**src/rtl/mult_pkg.sv**
```systemverilog
// Shared definitions for the shift-add multiplier: FSM states and default width.
package mult_pkg;

  localparam int DEF_WIDTH = 8;

  typedef enum logic [1:0] {
    IDLE = 2'd0,
    CALC = 2'd1,
    FIX  = 2'd2,
    DONE = 2'd3
  } state_t;

endpackage

```
**src/rtl/mult_sign_unit.sv**
```systemverilog
// Sign handling around an unsigned core: operand magnitudes on entry and
// conditional two's-complement negation of the finished product.
module mult_sign_unit #(
  parameter int WIDTH = 8
) (
  input  logic               sgn,
  input  logic [WIDTH-1:0]   mlt,
  input  logic [WIDTH-1:0]   mcd,
  output logic [WIDTH-1:0]   mlt_mag,
  output logic [WIDTH-1:0]   mcd_mag,
  output logic               neg,
  input  logic               fix_neg,
  input  logic [2*WIDTH-1:0] raw,
  output logic [2*WIDTH-1:0] fixed
);

  // Negating the most-negative value wraps to itself, which read as unsigned
  // is exactly its magnitude 2^(WIDTH-1).
  assign mlt_mag = (sgn && mlt[WIDTH-1]) ? -mlt : mlt;
  assign mcd_mag = (sgn && mcd[WIDTH-1]) ? -mcd : mcd;
  assign neg     = sgn && (mlt[WIDTH-1] ^ mcd[WIDTH-1]);

  assign fixed   = fix_neg ? -raw : raw;

endmodule

```
**src/rtl/shift_add_multiplier.sv**
```systemverilog
// Sequential shift-add multiplier: one multiplier bit per cycle, fixed latency,
// unsigned or two's-complement operands.
module shift_add_multiplier
  import mult_pkg::*;
#(
  parameter int WIDTH = DEF_WIDTH,
  parameter int CNT_W = $clog2(WIDTH+1)
) (
  input  logic               clk,
  input  logic               rst,
  input  logic               st,
  input  logic               sgn,
  input  logic [WIDTH-1:0]   mlt,
  input  logic [WIDTH-1:0]   mcd,
  output logic               busy,
  output logic               done,
  output logic [2*WIDTH-1:0] prod
);

  state_t               state, nxt;
  logic [2*WIDTH:0]     acc;
  logic [WIDTH-1:0]     mcd_q;
  logic [CNT_W-1:0]     cnt;
  logic                 neg;
  logic                 busy_d, done_d;

  logic [WIDTH-1:0]     mlt_mag, mcd_mag;
  logic                 neg_in;
  logic [2*WIDTH-1:0]   fixed;
  logic [WIDTH:0]       sum;
  logic                 last;

  mult_sign_unit #(.WIDTH(WIDTH)) u_sign (
    .sgn     (sgn),
    .mlt     (mlt),
    .mcd     (mcd),
    .mlt_mag (mlt_mag),
    .mcd_mag (mcd_mag),
    .neg     (neg_in),
    .fix_neg (neg),
    .raw     (acc[2*WIDTH-1:0]),
    .fixed   (fixed)
  );

  // Upper half is below 2^WIDTH after every shift, so WIDTH+1 bits hold the carry.
  assign sum  = acc[2*WIDTH:WIDTH] + {1'b0, mcd_q};
  assign last = (cnt == CNT_W'(WIDTH-1));

  always_ff @(posedge clk or posedge rst) begin
    if (rst) state <= IDLE;
    else     state <= nxt;
  end

  always_comb begin
    nxt = state;
    case (state)
      IDLE:    if (st) nxt = CALC;
      CALC:    if (last) nxt = FIX;
      FIX:     nxt = DONE;
      DONE:    nxt = IDLE;
      default: nxt = IDLE;
    endcase
  end

  always_comb begin
    busy_d = (state == CALC) || (state == FIX);
    done_d = (state == DONE);
  end

  // Status outputs are registered, so they trail the state by one cycle:
  // done rises while the FSM is already back in IDLE and ready for st.
  always_ff @(posedge clk or posedge rst) begin
    if (rst) begin
      busy <= 1'b0;
      done <= 1'b0;
    end else begin
      busy <= busy_d;
      done <= done_d;
    end
  end

  always_ff @(posedge clk or posedge rst) begin
    if (rst) begin
      acc   <= '0;
      mcd_q <= '0;
      cnt   <= '0;
      neg   <= 1'b0;
      prod  <= '0;
    end else begin
      case (state)
        IDLE: if (st) begin
          acc   <= {{(WIDTH+1){1'b0}}, mlt_mag};
          mcd_q <= mcd_mag;
          neg   <= neg_in;
          cnt   <= '0;
        end
        CALC: begin
          acc <= acc[0] ? {1'b0, sum, acc[WIDTH-1:1]} : {1'b0, acc[2*WIDTH:1]};
          cnt <= cnt + CNT_W'(1);
        end
        FIX:     prod <= fixed;
        default: ;
      endcase
    end
  end

endmodule
```
**config.mk**
```make
export PLATFORM = sky130hd
export DESIGN_NAME = shift_add_multiplier
export DESIGN_NICKNAME = d
export VERILOG_FILES = /design/src/rtl/mult_pkg.sv /design/src/rtl/mult_sign_unit.sv /design/src/rtl/shift_add_multiplier.sv
export SDC_FILE = /design/constraint.sdc
export NUM_CORES = 1
export LEC_CHECK = 0
export CAP_MARGIN = 10
export CORE_ASPECT_RATIO = 1.25
export CORE_UTILIZATION = 45
export CTS_BUF_LIST = sky130_fd_sc_hd__clkbuf_8
export DETAILED_ROUTE_END_ITERATION = 12
export GPL_ROUTABILITY_DRIVEN = 1
export PLACE_DENSITY = 0.67
export RECOVER_POWER = 25
export SLEW_MARGIN = 10
export SYNTH_ARGS = -nofsm -noshare
export SYNTH_HDL_FRONTEND = slang
export SYNTH_HIERARCHICAL = 1
export SYNTH_SLANG_ARGS = --single-unit
```
**constraint.sdc**
```tcl
create_clock -name clk -period 4.3 [get_ports clk]
set_input_delay 1.29 -clock clk [delete_from_list [all_inputs] [get_ports clk]]
set_output_delay 1.29 -clock clk [all_outputs]
set_load 0.1 [all_outputs]
```
### Word-level counts from Yosys, hierarchy flattened

Index checks and enable logic that the tools add are counted.

| word-level totals | value |
|---|---|
| flip-flop bits (word level) | 50 |
| bits of input ports | 20 |
| output and inout bits | 18 |
| word-level logic and storage cells | 40 |

| cells by class | value |
|---|---|
| $add $sub $neg | 5 |
| eq/ne operators | 6 |
| mux-type cells | 11 |
| bitwise gates (word level) | 1 |
| reductions and logical operators | 9 |

Operator list:

| kind | count |
|---|---|
| $pmux W17 S2 | 1 |
| $mux W16 | 2 |
| $mux W17 | 1 |
| $mux W8 | 2 |
| $neg A16 Y16 | 1 |
| $neg A8 Y8 | 2 |
| $add A9 B8 Y9 | 1 |
| $pmux W2 S4 | 1 |
| $pmux W4 S2 | 1 |
| $reduce_and A2 Y1 | 3 |
| $add A4 B1 Y4 const B | 1 |
| $eq A2 B2 Y1 const B | 2 |
| $eq A4 B3 Y1 const B | 1 |
| $mux W2 | 2 |
| $mux W4 | 1 |
| $ne A2 B2 Y1 const B | 2 |
| $logic_and A1 B1 Y1 | 3 |
| $eq A2 B1 Y1 const B | 1 |
| $logic_not A2 Y1 | 1 |
| $reduce_bool A2 Y1 | 1 |
| $logic_or A1 B1 Y1 | 1 |
| $xor A1 B1 Y1 | 1 |

### Longest topological paths before layout

| depth | value |
|---|---|
| depth in word-level cells | 4 |
| mapped depth | 8 |
| gate-level depth less buffers | 8 |

### Hierarchy

Netlist, hierarchy kept.

Modules (own cells, without submodules):

| module | instances | cells each | area each (µm²) | sequential area each (µm²) |
|---|---|---|---|---|
| shift_add_multiplier | 1 | 206 | 2,358.5 | 1,226.2 |
| mult_sign_unit | 1 | 95 | 708.2 | 0.0 |

### Worst setup path before layout

No wires, ideal clock.

| timing | value |
|---|---|
| path type | input-to-reg |
| start | input st |
| end | register acc[15] |
| setup time | 0.128 ns |
| arrival | 2.191 ns |
| data required time | 4.172 ns |
| path slack | 1.981 ns |
| stages | 6 |
| buffers on the path | 1 |
| cell sequence | nand2b_2 and2_4 buf_6 a32o_1 a41oi_1 o21ai_1 |

| on the way | value |
|---|---|
| longest elaborated chain between the ends | 2 |

RTL lines:

| what | RTL line | RTL |
|---|---|---|
| start, declared | shift_add_multiplier.sv:11 | `input logic st,` |
| $ne A2 B2 Y1 (no source line) | n/a |  |
| $reduce_and A2 Y1 (no source line) | n/a |  |
| end signal, assigned | shift_add_multiplier.sv:92 | `acc <= {{(WIDTH+1){1'b0}}, mlt_mag};` |
| end signal, assigned | shift_add_multiplier.sv:98 | `acc <= acc[0] ? {1'b0, sum, acc[WIDTH-1:1]} : {1'b0, acc[2*WIDTH:1]};` |
| end, declared | shift_add_multiplier.sv:21 | `logic [2*WIDTH:0] acc;` |

Every way passes these cells.
A chain may end at the register's enable or synchronous reset.

### Worst setup path in the final report

| timing | value |
|---|---|
| start | register prod[12] |
| end | output prod[12] |

RTL lines:

| what | RTL line | RTL |
|---|---|---|
| start, declared | shift_add_multiplier.sv:17 | `output logic [2*WIDTH-1:0] prod` |
| start signal, assigned | shift_add_multiplier.sv:101 | `FIX: prod <= fixed;` |

No word-level cell between the ends.

==> impl_metrics.env <==
export IMPL_synth_compound_area_share_pct=15.63
export IMPL_drv_max_cap_violation_count=1
export IMPL_status="complete, but fails checks"
export IMPL_gp_congestion=0.7912
export IMPL_grt_pass1_wl_um=10400
export IMPL_critical_path_buf_inv_count=1
export IMPL_synth_cell_type_count=51
export IMPL_fin_util_pct=53.92
export IMPL_synth_xor_xnor_area_share_pct=7.426
export IMPL_hold_buffers=0
export IMPL_clkTransAtPathRegs_ns=0.09
export IMPL_crit_path_max_fanout=2
export IMPL_synth_top_family_by_area="compound AO/OA/AOI/OAI gates"
export IMPL_crit_cells=1
export IMPL_layout_cells_non_filler=418
export IMPL_synth_seq_area_share_pct=39.98
export IMPL_fin_crit_sh_pct=71.66
export IMPL_min_period_ns=3.081
export IMPL_mostFrequentLayoutCells="dfrtp_1, clkdlybuf4s50_1, mux2_2"
export IMPL_timing_fmax_ghz=0.3245
export IMPL_synth_simple_area_share_pct=13.83
export IMPL_placed_area_sq_mm=0.003463
export IMPL_cts_root_buf="clkbuf_8"
export IMPL_yosysWarnings=6
export IMPL_max_stage_delay_ns=1.14
export IMPL_pin_count=38
export IMPL_crit_chain="clkdlybuf4s50_1"
export IMPL_antenna_found_initial=0
export IMPL_rr_worst_depth=6
export IMPL_synth_cells=301
export IMPL_dr_pass1_iters=4
export IMPL_portBuffers=37
export IMPL_tightest_slew_ns=1.809
export IMPL_cts_tree="built"
export IMPL_syn_to_final_growth_pct=15.42
export IMPL_cts_buffers=5
export IMPL_die_h_um=94.30
export IMPL_maxSlewHeadroom_pct=-20.75
export IMPL_synth_edf_count=0
export IMPL_vias=2272
export IMPL_violations="max-capacitance violations, max-slew violations"
export IMPL_avgSynthCellArea_sq_um=10.19
export IMPL_viasPerCell=5.435
export IMPL_antennaDiodeCount=0
export IMPL_rsz0062_at_grt="false"
export IMPL_clkPwrFrac_pct=11.6
export IMPL_wl_per_cell_um=14.14
export IMPL_core_sq_mm=0.006565
export IMPL_dp_cells=410
export IMPL_insertion_delay_ns=0.30
export IMPL_syn_nets=338
export IMPL_internal_power_w=0.001485
export IMPL_p_sw_w=0.001466
export IMPL_setup_ws_ns=1.219
export IMPL_slew_viol_final=50
export IMPL_p_seq_share_pct=29.2
export IMPL_drc=0
export IMPL_r2r_slack_ns=1.92
export IMPL_dp_slack_ns=1.142
export IMPL_cp_data_required_time_ns=3.01
export IMPL_post_cts_resized=0
export IMPL_p_per_area_mw_per_mm2=833.8
export IMPL_finalNetCount=367
export IMPL_final_cell_area_sq_mm=0.003540
export IMPL_r2r_start="acc[0]"
export IMPL_ys_seq_elements=49
export IMPL_cts_max_level=2
export IMPL_final_common_cell="dfrtp_1"
export IMPL_synthMuxAreaShare_pct=11.30
export IMPL_finClkSkew_ns=0.006752
export IMPL_chipWidth_um=75.84
export IMPL_cp_end_kind="primary output"
export IMPL_setup_viol=0
export IMPL_num_rows=33
export IMPL_rr_endpoint="prod[12]"
export IMPL_initial_core_util_pct=46.71
export IMPL_grt_max_degree=50
export IMPL_cts_sinks=49
export IMPL_hold_viol=0
export IMPL_drive_above_1_share_pct=13.90
export IMPL_dp_hpwl_um=4564
export IMPL_synthFlopType="dfrtp_1"
export IMPL_netlist_area_sq_mm=0.003067
export IMPL_combPwrFrac_pct=59.2
export IMPL_drtIter0Drc=81
export IMPL_hp_start="prod[5]"
export IMPL_finalWirelength_um=5911
export IMPL_post_cts_buffers=0
export IMPL_cp_startpoint="prod[12]"
export IMPL_leakage_nw=1.501
export IMPL_grt_pass1_vias=2328
export IMPL_worst_ep_arrival_time_ns=1.79
export IMPL_swShare_pct=49.68
export IMPL_critPathKind="register to primary output"
export IMPL_synth_fa_ha_area_share_pct=7.181
export IMPL_postRouteAntennaNets=0
export IMPL_crit_slowest_cell="clkdlybuf4s50_1"
export IMPL_synth_async_reset_ratio_pct=100.0
export IMPL_clock_path_buffers=2
export IMPL_setup_tns_final_ns=0
export IMPL_dieArea_sq_mm=0.007151
export IMPL_cp_top_family="buffers and inverters"
export IMPL_start_kind="register"
export IMPL_hold_path_class="register to register"
export IMPL_endpoint="prod[12]"
export IMPL_grtUsageTotal_pct=19.06
export IMPL_grt_overflow_total=0
export IMPL_ir_drop_uv=424.5
[registers in the layout, indices dropped and copies added (netlist names)]
| name | count |
|---|---|
| acc | 16 |
| neg | 1 |
| cnt | 4 |
| done | 1 |
| busy | 1 |
| prod | 16 |
| mcd_q | 8 |
| state | 2 |
[stage by stage]
| step | hold slack [ns] | total power (W) |
|---|---|---|
| 6_report | 0.5119 | 0.002951 |
| 5_1_grt | 0.5290 | 0.003171 |
| 4_1_cts | 0.5168 | 0.003003 |
| 3_5_place_dp | 0.4947 | 0.002652 |
| 3_3_place_gp | 0.4889 | 0.002610 |
| 2_1_floorplan | 0.4775 | 0.002286 |
[layout make-up]
type	instances	area, sq um
clock inverter	2	37.54
fill	588	3025
sequential	49	1226
timing repair buffer	37	370.4
tap	87	108.9
inverter	16	60.06
multi-input combinational	221	1654
clock buffer	6	82.58
[logic make-up (layout without fill, tap and decap cells)]
group | after synthesis | after routing
buffers and inverters | 31 | 61
XOR/XNOR | 26 | 26
AND/OR/NAND/NOR | 81 | 81
AO/OA/AOI/OAI | 66 | 66
flip-flops | 49 | 49
adder cells (fa/ha/maj) | 17 | 17
multiplexers | 31 | 31
[synth_stat cells, types with 3 or more instances]
| library cell | number | area (sq um) |
|---|---|---|
| xor2_1 | 10 | 87.58 |
| clkbuf_1 | 5 | 18.77 |
| inv_1 | 16 | 60.06 |
| dfrtp_1 | 49 | 1226 |
| or2_2 | 4 | 25.02 |
| a21oi_1 | 10 | 50.05 |
| ha_1 | 16 | 200.2 |
| o22ai_1 | 10 | 62.56 |
| nand4_1 | 4 | 25.02 |
| buf_4 | 3 | 22.52 |
| buf_2 | 6 | 30.03 |
| or4_4 | 3 | 33.78 |
| nor3_1 | 7 | 35.03 |
| xnor2_1 | 16 | 140.1 |
| a31oi_1 | 3 | 18.77 |
| nor2b_1 | 3 | 18.77 |
| mux2_2 | 29 | 326.6 |
| o31ai_1 | 5 | 37.54 |
| nand3b_1 | 3 | 22.52 |
| o21ai_0 | 12 | 60.06 |
| o41ai_2 | 5 | 81.33 |
| nand2_1 | 16 | 60.06 |
| nor2_1 | 26 | 97.59 |
[power by group through the flow]
stage          combinational (W)  sequential, W  clock, W
2_1_floorplan           0.000913        0.00137         0
3_3_place_gp             0.00174       0.000868         0
3_5_place_dp             0.00177       0.000879         0
4_1_cts                  0.00178       0.000868  0.000356
5_1_grt                  0.00190       0.000897  0.000371
6_report                 0.00175       0.000862  0.000343
[per-layer routing]
layer	vias up	GRT usage (%)	share of wire, %
met5	-	0	0
met4	0	6.481	1.5
met3	8	2.790	2.6
met2	48	34.22	52
met1	1078	22.46	44
li1	1138	-	-
[worst min path at each step]
stage / slack (ns) / cells after the start / end
6_report: 0.51 / 1 / prod[5]
5_1_grt: 0.53 / 1 / prod[13]
4_1_cts: 0.52 / 1 / prod[6]
3_5_place_dp: 0.49 / 1 / prod[6]
3_3_place_gp: 0.49 / 1 / prod[8]
2_1_floorplan: 0.48 / 1 / neg
Note: power is estimated with default switching activity, not from simulation.
